==> src/rtl/ltc2333_scan_sequencer.sv <==
// rtl/ltc2333_scan_sequencer.sv - periodic LTC2333 scan scheduler emitting SoftSpan control words
module ltc2333_scan_sequencer #(
    parameter int N_CH = 8
) (
    input  logic            clk,
    input  logic            aresetn,
    input  logic            start,
    input  logic            abort,
    input  logic [N_CH-1:0] active_channels,
    input  logic [2:0]      range,
    input  logic            mode,
    input  logic [31:0]     sample_period,
    input  logic [15:0]     n_reads,
    output logic [7:0]      word_data,
    output logic            word_valid,
    output logic            word_last,
    input  logic            word_ready,
    output logic            busy,
    output logic [15:0]     scan_count,
    output logic            overrun
);

    typedef enum logic [1:0] {
        S_IDLE = 2'd0,
        S_SCAN = 2'd1,
        S_WAIT = 2'd2
    } state_t;

    state_t          state;
    state_t          state_next;

    logic            start_pend;
    logic            start_accept;
    logic [N_CH-1:0] cfg_mask;
    logic [2:0]      cfg_range;
    logic            cfg_mode;
    logic [31:0]     cfg_reload;
    logic [15:0]     cfg_n_reads;
    logic [31:0]     timer;

    logic            fire;
    logic            fire_last;
    logic            tick;
    logic [15:0]     count_next;
    logic            run_done;
    logic            begin_run;
    logic            load_first;
    logic            advance;
    logic            retire;
    logic            count_inc;
    logic            drop_tick;
    logic [2:0]      cur_ch;
    logic [2:0]      first_ch;
    logic [2:0]      next_ch;

    function automatic logic [2:0] first_set_from(input logic [N_CH-1:0] mask, input int from);
        logic [2:0] idx;
        idx = '0;
        for (int i = N_CH - 1; i >= 0; i--) begin
            if (mask[i] && i >= from) idx = 3'(i);
        end
        return idx;
    endfunction

    function automatic logic none_above(input logic [N_CH-1:0] mask, input int ch);
        logic found;
        found = 1'b0;
        for (int i = 0; i < N_CH; i++) begin
            if (mask[i] && i > ch) found = 1'b1;
        end
        return !found;
    endfunction

    assign cur_ch   = word_data[5:3];
    assign first_ch = first_set_from(cfg_mask, 0);
    assign next_ch  = first_set_from(cfg_mask, int'(cur_ch) + 1);

    assign fire       = word_valid & word_ready;
    assign fire_last  = fire & word_last;
    assign tick       = busy & (timer == 32'd0);
    assign count_next = scan_count + 16'd1;
    assign run_done   = fire_last & (count_next == cfg_n_reads);
    assign begin_run  = (state == S_IDLE) & start_pend & ~abort;

    // A start is captured one cycle ahead so busy and the first word rise together.
    assign start_accept = (state == S_IDLE) & ~start_pend & start & ~abort
                        & (|active_channels) & (|n_reads);

    always_ff @(posedge clk or negedge aresetn) begin
        if (!aresetn) begin
            state <= S_IDLE;
        end else begin
            state <= state_next;
        end
    end

    always_comb begin
        state_next = state;
        if (abort) begin
            state_next = S_IDLE;
        end else begin
            case (state)
                S_IDLE: if (start_pend) state_next = S_SCAN;
                S_SCAN: begin
                    if (fire_last) begin
                        if (run_done)  state_next = S_IDLE;
                        else if (tick) state_next = S_SCAN;
                        else           state_next = S_WAIT;
                    end
                end
                S_WAIT: if (tick) state_next = S_SCAN;
                default: state_next = S_IDLE;
            endcase
        end
    end

    always_comb begin
        load_first = 1'b0;
        advance    = 1'b0;
        retire     = 1'b0;
        count_inc  = 1'b0;
        drop_tick  = 1'b0;
        if (abort) begin
            retire = 1'b1;
        end else begin
            case (state)
                S_IDLE: load_first = start_pend;
                S_SCAN: begin
                    advance    = fire & ~word_last;
                    count_inc  = fire_last;
                    retire     = fire_last;
                    load_first = fire_last & tick & ~run_done;
                    drop_tick  = tick & ~fire_last;
                end
                S_WAIT: load_first = tick;
                default: ;
            endcase
        end
    end

    always_ff @(posedge clk or negedge aresetn) begin
        if (!aresetn) begin
            start_pend  <= 1'b0;
            cfg_mask    <= '0;
            cfg_range   <= '0;
            cfg_mode    <= 1'b0;
            cfg_reload  <= '0;
            cfg_n_reads <= '0;
            timer       <= '0;
            busy        <= 1'b0;
            overrun     <= 1'b0;
            scan_count  <= '0;
            word_valid  <= 1'b0;
            word_last   <= 1'b0;
            word_data   <= '0;
        end else begin
            start_pend <= start_accept;
            busy       <= (state_next != S_IDLE);
            overrun    <= drop_tick;

            if (start_accept) begin
                cfg_mask    <= active_channels;
                cfg_range   <= range;
                cfg_mode    <= mode;
                cfg_reload  <= (sample_period == 32'd0) ? 32'd0 : sample_period - 32'd1;
                cfg_n_reads <= n_reads;
            end

            if (begin_run) begin
                scan_count <= '0;
            end else if (count_inc) begin
                scan_count <= count_next;
            end

            if (begin_run) begin
                timer <= cfg_reload;
            end else if (busy) begin
                timer <= tick ? cfg_reload : timer - 32'd1;
            end

            if (load_first) begin
                word_valid <= 1'b1;
                word_data  <= {1'b1, cfg_mode, first_ch, cfg_range};
                word_last  <= none_above(cfg_mask, int'(first_ch));
            end else if (advance) begin
                word_data  <= {1'b1, cfg_mode, next_ch, cfg_range};
                word_last  <= none_above(cfg_mask, int'(next_ch));
            end else if (retire) begin
                word_valid <= 1'b0;
                word_last  <= 1'b0;
            end
        end
    end

endmodule

==> config.mk <==
export PLATFORM = sky130hd
export DESIGN_NAME = ltc2333_scan_sequencer
export DESIGN_NICKNAME = d
export VERILOG_FILES = /design/src/rtl/ltc2333_scan_sequencer.sv
export SDC_FILE = /design/constraint.sdc
export NUM_CORES = 1
export LEC_CHECK = 0
export CORE_MARGIN = 5
export CORE_UTILIZATION = 45
export DETAILED_ROUTE_END_ITERATION = 7
export DONT_BUFFER_PORTS = 1
export PLACE_DENSITY = 0.59
export SETUP_SLACK_MARGIN = 0.5
export SLEW_MARGIN = 20
export SYNTH_ARGS = -nofsm -noshare
export SYNTH_HDL_FRONTEND = slang
export SYNTH_SLANG_ARGS = --single-unit
==> constraint.sdc <==
create_clock -name clk -period 2.8 [get_ports clk]
set_input_delay 0.42 -clock clk [delete_from_list [all_inputs] [get_ports clk]]
set_output_delay 0.42 -clock clk [all_outputs]
set_load 0.03 [all_outputs]
# ---- Yosys cells after proc, flatten, opt, wreduce, memory -nomap -nowiden
# Cells that the tools add are included.
dict set report totals {
  in_bits 65
  out_inout_bits 28
  wordCells 162
  register_bits 123
}
dict set report classes {
  add_sub_neg 4
  n_lt_le_gt_ge 22
  eq_ne 4
  bitwise_logic 20
  muxes 62
  n_reduce_logical 36
}
# operator count
set op_table {}
lappend op_table {{32-bit 2-to-1 mux} 4}
lappend op_table {{32-bit zero test} 2}
lappend op_table {{32-bit by 1-bit subtractor with 32-bit output, second input constant} 2}
lappend op_table {{3-bit 2-to-1 mux} 16}
lappend op_table {{16-bit 2-to-1 mux} 2}
lappend op_table {{1-bit 2-to-1 mux} 30}
lappend op_table {{3-bit greater-than comparator, first input constant} 8}
lappend op_table {{1-bit logical AND} 22}
lappend op_table {{16-bit by 1-bit adder with 16-bit output, second input constant} 1}
lappend op_table {{16-bit equality test} 1}
lappend op_table {{3-bit by 4-bit greater-or-equal comparator with 1-bit output, first input constant} 4}
lappend op_table {{8-bit 2-to-1 mux} 2}
lappend op_table {{16-bit OR reduction} 1}
lappend op_table {{1-bit AND} 15}
lappend op_table {{2-bit by 3-bit greater-than comparator with 1-bit output, first input constant} 4}
lappend op_table {{2-bit 2-to-1 mux} 6}
lappend op_table {{2-bit nonzero test} 5}
lappend op_table {{1-bit by 4-bit greater-or-equal comparator with 1-bit output, first input constant} 2}
lappend op_table {{2-bit by 4-bit greater-or-equal comparator with 1-bit output, first input constant} 2}
lappend op_table {{8-bit OR reduction} 1}
lappend op_table {{1-bit by 3-bit greater-than comparator with 1-bit output, first input constant} 2}
lappend op_table {{2-bit case mux with 3 select lines} 1}
lappend op_table {{1-bit inverter} 5}
lappend op_table {{3-bit by 1-bit adder with 4-bit output, second input constant} 1}
lappend op_table {{other kinds (8)} 9}

# ---- Longest topological paths before layout
# Gate-level depths: netlist (run 1).
dict set report logic_depth {
  ltp_word 25
  ltp_mapped 13
  mapped_depth_nobuf 10
}

# ---- Worst setup path after synthesis (run 1)
# No wires, ideal clock.
dict set report synth_timing {
  kind {reg2reg}
  from {register timer[0]}
  to {register word_data[3]}
  arrival_time_ps 2853
  path_buffers 2
  t_required_ps 2674
  slack_ps -178
  period_less_slack_ps 2978
  setup_ps 126
  path_stages_with_launch 13
  cell_sequence {dfrtp_1 > inv_1 > ha_1 > nor3b_1 > and4_1 > or3b_1 > buf_2 > or4_4 > a21oi_2 > o21ai_2 > o31a_1 > buf_6 > a221o_1}
}
dict set report synth_between {
  elab_chain_len 7
  elab_cells_between_ends 8
  classes_between {mux (3); bitwise (3); reduce/logical (2)}
}
# element line
set synth_lines {}
lappend synth_lines {{from (decl)} 39} ;# logic [31:0] timer;
lappend synth_lines {{from (signal assigned)} 176} ;# timer <= cfg_reload;
lappend synth_lines {{from (signal assigned)} 178} ;# timer <= tick ? cfg_reload : timer - 32'd1;
lappend synth_lines {{32-bit zero test (*)} 80} ;# assign tick = busy & (timer == 32'd0);
lappend synth_lines {{1-bit AND (*)} 80}
lappend synth_lines {{1-bit AND (2 in a row)} 132} ;# load_first = fire_last & tick & ~run_done;
lappend synth_lines {{1-bit case mux with 3 select lines (*)} 126} ;# case (state)
lappend synth_lines {{1-bit 2-to-1 mux (*)} 123} ;# if (abort) begin
lappend synth_lines {{8-bit 2-to-1 mux or 2-bit nonzero test (tied branches)} -}
lappend synth_lines {{to (signal assigned)} 183} ;# word_data <= {1'b1, cfg_mode, first_ch, cfg_range};
lappend synth_lines {{to (signal assigned)} 186} ;# word_data <= {1'b1, cfg_mode, next_ch, cfg_range};
lappend synth_lines {{to (decl)} 14} ;# output logic [7:0] word_data,
# Mark *: on every way between the ends. The rest lies on a longest branch, timed or not.
# A chain may end at the register's enable or synchronous reset.

# ---- Worst setup path in the final report (run 1)
dict set report layout_timing {
  from {register timer[27]}
  to {register timer[20]}
}
dict set report layout_between {
  elab_chain_len 5
}
# element line
set layout_lines {}
lappend layout_lines {{32-bit zero test} 80}
lappend layout_lines {{1-bit AND} 80}
lappend layout_lines {{32-bit 2-to-1 mux} 178}
lappend layout_lines {{32-bit 2-to-1 mux} 177} ;# end else if (busy) begin
lappend layout_lines {{32-bit 2-to-1 mux} 175} ;# if (begin_run) begin
# No other way between the ends. The select of a mux whose other input is x is not followed.

==> results of run 1 <==
path summary, 6_finish.rpt:
check / start / endpoint / slack (ps) / cells past startpoint
min: aresetn / cfg_n_reads[0] / -310 / 0
min reg2reg: cfg_reload[6] / cfg_reload[6] / 470 / 2
max in group asynchronous: aresetn / timer[22] / 2920 / 0
max reg2reg: timer[27] / timer[20] / -170 / 12
min in group clk: abort / state[1] / 60 / 1
max: timer[27] / timer[20] / -170 / 12
registers in the layout, summed over array words and instances (netlist names), 2 cells and up:
signal and cells:
word_data 8, state 2, scan_count 16, cfg_mask 8, cfg_reload 32, cfg_n_reads 16
timer 32, cfg_range 3
power groups by stage:
stage	Sequential (mW)	Clock, mW	Combinational, mW
after floorplan	2.64	0	1.09
after global placement	2.69	0	1.60
after detailed placement	2.70	0	1.66
after CTS	2.68	2.19	1.76
after global routing	2.76	2.27	2.09
final	2.71	2.15	1.87
metrics by stage:
step                TNS (ps)  util [%]
finish                 -4220      58.1
global route           -8180      58.1
floorplan               -608         -
CTS                    -2510      56.7
global placement        -915      50.4
detailed placement     -1160      50.4
critical path, delay by kind of cell, from the launching register on:
| family | cells | cell delay (ps) |
|---|---|---|
| compound gates | 3 | 410 |
| flops | 1 | 370 |
| buf+inv | 4 | 500 |
| simple gates | 5 | 1600 |
Yosys cell counts (8+ instances only):
master | instances | area share [%]
a21oi_1 | 44 | 3.1
a22oi_1 | 12 | 1.3
buf_2 | 8 | 0.56
clkbuf_1 | 34 | 1.8
dfrtp_1 | 123 | 43
inv_1 | 13 | 0.68
nand2_1 | 179 | 9.4
nand2b_1 | 9 | 0.79
nand3_1 | 18 | 1.3
nand4_1 | 8 | 0.70
nor2_1 | 73 | 3.8
nor2b_1 | 8 | 0.70
nor3_1 | 32 | 2.2
nor4_1 | 27 | 2.4
o21ai_0 | 107 | 7.5
xnor2_1 | 32 | 3.9
xor2_1 | 17 | 2.1
layout make-up:
class,count,area [um2]
timing repair buffer,102,1030
fill,1403,6590
tap,216,270
inverter,13,48.8
clock buffer,20,457
sequential,123,3090
clock inverter,11,121
multi-input combinational,689,4100
cells by family (layout without fill, tap and decap cells):
| group | Yosys count | in the layout | share of synthesized area (%) |
|---|---|---|---|
| fa+ha+maj | 7 | 7 | 1.23 |
| compound gates | 221 | 221 | 18.2 |
| mux | 8 | 8 | 1.19 |
| buf+inv | 59 | 146 | 3.36 |
| xor+xnor | 49 | 49 | 6.01 |
| flops | 123 | 123 | 43.1 |
| simple gates | 404 | 404 | 26.9 |
what timing repair did:
item | CTS | global route
buffers inserted | 12 | 5
pin swaps | 19 | 23
endpoints found under the setup margin | 46 | 46
hold endpoints to repair | 123 | 123
gates cloned | 6 | 0
resized for setup | 58 | 44
per-layer routing:
metal | vias to the layer above | part of all wire, % | global-route usage, %
li1 | 3227 | - | -
met1 | 3216 | 44 | 27.9
met2 | 165 | 49 | 37.1
met3 | 25 | 5.6 | 5.70
met4 | 0 | 1.6 | 6.61
met5 | - | 0 | 0
==> flow_metrics.tcl, run 1 <==
set metrics [dict create \
    status "complete, but fails checks" \
    violations "negative hold slack, negative setup slack" \
    gp_congestion 0.828 \
    final_common_cell "nand2_1" \
    final.setup.worst_slack_ps -173 \
    power_mw 6.73 \
    arrival_ps 3310 \
    hold_viol 123 \
    dpl_cell_area_mm2 0.00792 \
    rsz0062_at_grt "true" \
    cp-start-kind "flip-flop" \
    ys_warn_count 0 \
    ys_types 66 \
    slew_headroom_pct 55.9 \
    final_area_mm2 0.00912 \
    finalSetupViolCount 39 \
    switchingPower_mw 2.29 \
    clockBufferDepth 2 \
    die_w_um 136 \
    slowest_delay_ps 540 \
    wl_per_cell_um 16.9 \
    cts_buffers 17 \
    drc_errors 0 \
    grt_pass1_vias 6754 \
    worstPathRequired_ps 3140 \
    hold_path.class "input pin to asynchronous set/reset pin" \
    num_rows 46 \
    cp_max_fo 8 \
    crit_chain "or4_4, or3_4, buf_6, or4b_4, o21ai_4, buf_6, buf_6, buf_16, a21oi_2, nor2_1, nor2_1, a21oi_1" \
    dieHeight_um 136 \
    io_pins 93 \
    crit_path_end_kind "flip-flop" \
    placedCellCount 1120 \
    route.vias.total 6633 \
    port_buffers 0 \
    clock-sinks 123 \
    synth_area_per_cell_um2 8.20 \
    hold_slack_ps -307 \
    p_int_mw 4.44 \
    wl_um 19900 \
    h-tree-depth 4 \
    die_area_mm2 0.0185 \
    clk_pin_slew_ps 60 \
    fmax_mhz 336 \
    min_period_ps 2970 \
    first_pass_iters 5 \
    p_leak_nw 3.80 \
    antenna_left 0 \
    core_area_mm2 0.0157 \
    ys_seq_area_share_pct 43.1 \
    antenna_found_initial 0 \
    synth_fp_nets 943 \
    diodes 0 \
    power_frac_comb_pct 27.8 \
    layout_common_cells "nand2_1, dfrtp_1, o21ai_0, buf_4, nor2_1" \
    layout-drive-gt1-share_pct 22.1 \
    clock_latency_ps 420 \
    finClkSkew_ps 15.0 \
    area_growth_pct 27.8 \
    synth_flop_cell "dfrtp_1" \
    synth_enable_flop_cells 0 \
    dr.first_iter.drc_count 453 \
    syn_area_mm2 0.00714 \
    root_buffer "clkbuf_16" \
    path_common_cell "buf_6" \
    postSynth.asyncResetShare_pct 100 \
    grt_usage_pct 22.0 \
    p_per_area_mw_per_mm2 738 \
    instances_no_fill 1174 \
    maxCapViolCount 0 \
    ys_ff_latch 123 \
    grt_first_pass_wirelength_um 32600 \
    power_frac_clock_pct 32.0 \
    critPathKind "flip-flop to flip-flop" \
    cp_slowest_cell "or4_4" \
    dp_hpwl_um 13600 \
    overflow 0 \
    seq_power_share_pct 40.2 \
    pre_cts_ws_ps -170 \
    final_max_slew_viol_count 0 \
    nets 1018 \
    cts_tree "yes" \
    swShare_pct 34.0 \
    grt_max_degree 124 \
    routed_via_density 5.65 \
    start_util_pct 45.4 \
    final.period_utilization_pct 106 \
    max-vdd-ir-drop_v 0.000502 \
    synthCells 871 \
    worst_slew_pin_slew_ps 657 \
]
No activity file was read; power rests on OpenSTA's default activity.
==> inputs of run 2 (changes only) <==
clock period = 2.68 ns   (was 2.8 ns; I/O delays follow)
==> flow_metrics.tcl, run 2 (same netlist as run 1, synthesis figures left out) <==
set metrics [dict create \
    status "complete, but fails checks" \
    violations "negative hold slack, negative setup slack" \
    worst_slew_pin_slew_ps 538 \
    critPathKind "flip-flop to flip-flop" \
    layout-drive-gt1-share_pct 21.3 \
    cp_slowest_cell "or4_4" \
    rsz0062_at_grt "true" \
    num_rows 46 \
    start_util_pct 45.4 \
    setup_tns_ps -4610 \
    setup.worst_path.start "timer[27]" \
    wl_um 19700 \
    grt_usage_pct 21.9 \
    dpl_cell_area_mm2 0.00821 \
    final.setup.worst_slack_ps -158 \
    p_leak_nw 3.88 \
    first_pass_iters 5 \
    cp_max_fo 8 \
    core_area_mm2 0.0157 \
    grt_first_pass_wirelength_um 32500 \
    io_pins 93 \
    antenna_left 0 \
    hold_path.class "input pin to asynchronous set/reset pin" \
    hold_slack_ps -327 \
    arrival_ps 3140 \
    clockBufferDepth 2 \
    r2r_start "timer[27]" \
    power_mw 7.17 \
    port_buffers 0 \
    final_area_mm2 0.00907 \
    fillerInstances 1424 \
    finalSetupViolCount 40 \
    wl_per_cell_um 16.5 \
    finClkSkew_ps 8.21 \
    drc_errors 0 \
    diodes 0 \
    clock-sinks 123 \
    dr.first_iter.drc_count 467 \
    clock_latency_ps 420 \
    fmax_mhz 352 \
    final_max_slew_viol_count 0 \
    crit_chain "or4_4, or3_4, or2_4, or4_4, a21oi_2, o21ai_2, o31a_4, a221o_1" \
    die_w_um 136 \
    slowest_delay_ps 530 \
    hold_viol 123 \
    grt_pass1_vias 6622 \
    die_area_mm2 0.0185 \
    maxCapViolCount 0 \
    crit_path_end_kind "flip-flop" \
    grt_max_degree 124 \
    clk_pin_slew_ps 60 \
    min_period_ps 2840 \
    dp_hpwl_um 14000 \
    cp-start-kind "flip-flop" \
    dieHeight_um 136 \
    p_per_area_mw_per_mm2 791 \
    route.vias.total 6678 \
    antenna_found_initial 0 \
    path_common_cell "or4_4" \
    slew_headroom_pct 63.8 \
    reg_top3 "cfg_reload: 32 flops, timer: 32 flops" \
    cts_tree "yes" \
    worstPathRequired_ps 2980 \
    layout_common_cells "nand2_1, dfrtp_1, buf_4, nor2_1, o21ai_0" \
    h-tree-depth 4 \
    root_buffer "clkbuf_16" \
    final.period_utilization_pct 106 \
    gp_congestion 0.902 \
    final_common_cell "nand2_1" \
    max-vdd-ir-drop_v 0.000487 \
    overflow 0 \
    cts_buffers 17 \
    nets 1037 \
    routed_via_density 5.60 \
    area_growth_pct 27.0 \
]
## run 2: cell types whose count changed in the layout (fill, tap and decap cells not counted), moves of 4 or more
cell        change
a21oi_1         +9
a21oi_2         -9
a22oi_1         +4
a22oi_2         -4
buf_16          -6
buf_4          +33
buf_6           -5
clkinvlp_4      -5
nor2_1          +7
nor2_2          -5
o21ai_0        -17
o21ai_1        +19
## run 2: worst paths after layout
path,endpoint,slack [ps],cells past startpoint
max reg2reg,word_data[3],-160,8
min in group clk,cfg_reload[0],70,1
min reg2reg,cfg_reload[24],480,2
min,cfg_n_reads[5],-330,0
max,word_data[3],-160,8
max in group asynchronous,cfg_mask[7],2850,0
## run 2: layout make-up
class                           instances  area (um2)  area share [%]
Inverter                               13        48.8           0.538
Tap cell                              216         270            2.98
Clock inverter                          8         115            1.27
Clock buffer                           23         488            5.38
Multi-Input combinational cell        689        4050            44.6
Timing Repair Buffer                  121        1010            11.2
Sequential cell                       123        3090            34.0
## run 2: routing by layer
metal	track usage (%)	up-vias	wire (um)
li1	-	3265	-
met1	27.6	3210	8420
met2	36.7	178	9810
met3	5.14	25	1070
met4	8.01	0	414
met5	0	-	0
## run 2: per-stage QoR
stage / setup slack (ps) / utilization (%) / instances
final: -158 / 57.7 / 1193
after global routing: -250 / 57.7 / 1193
after CTS: -158 / 56.7 / 1186
after detailed placement: -265 / 52.3 / 1153
after global placement: -209 / 52.3 / 1153
after floorplan: -225 / - / 871
## run 2: timing repair
item	in CTS	in global routing
endpoints found under the hold margin	123	123
pin swaps	10	11
setup endpoints to repair	46	50
gates cloned	0	2
setup buffers	2	5
resized for setup	22	26
## run 2: report_power, final
part | internal, mW | total (mW) | switching [mW]
clock network | 1.55 | 2.35 | 0.807
registers | 2.31 | 2.77 | 0.464
logic | 0.981 | 2.05 | 1.06
## run 2: worst max-delay path, delay by kind of cell, from the launching register on
kind | cells | cell delay [ps]
compound gates | 4 | 750
flops | 1 | 380
simple gates | 4 | 1600
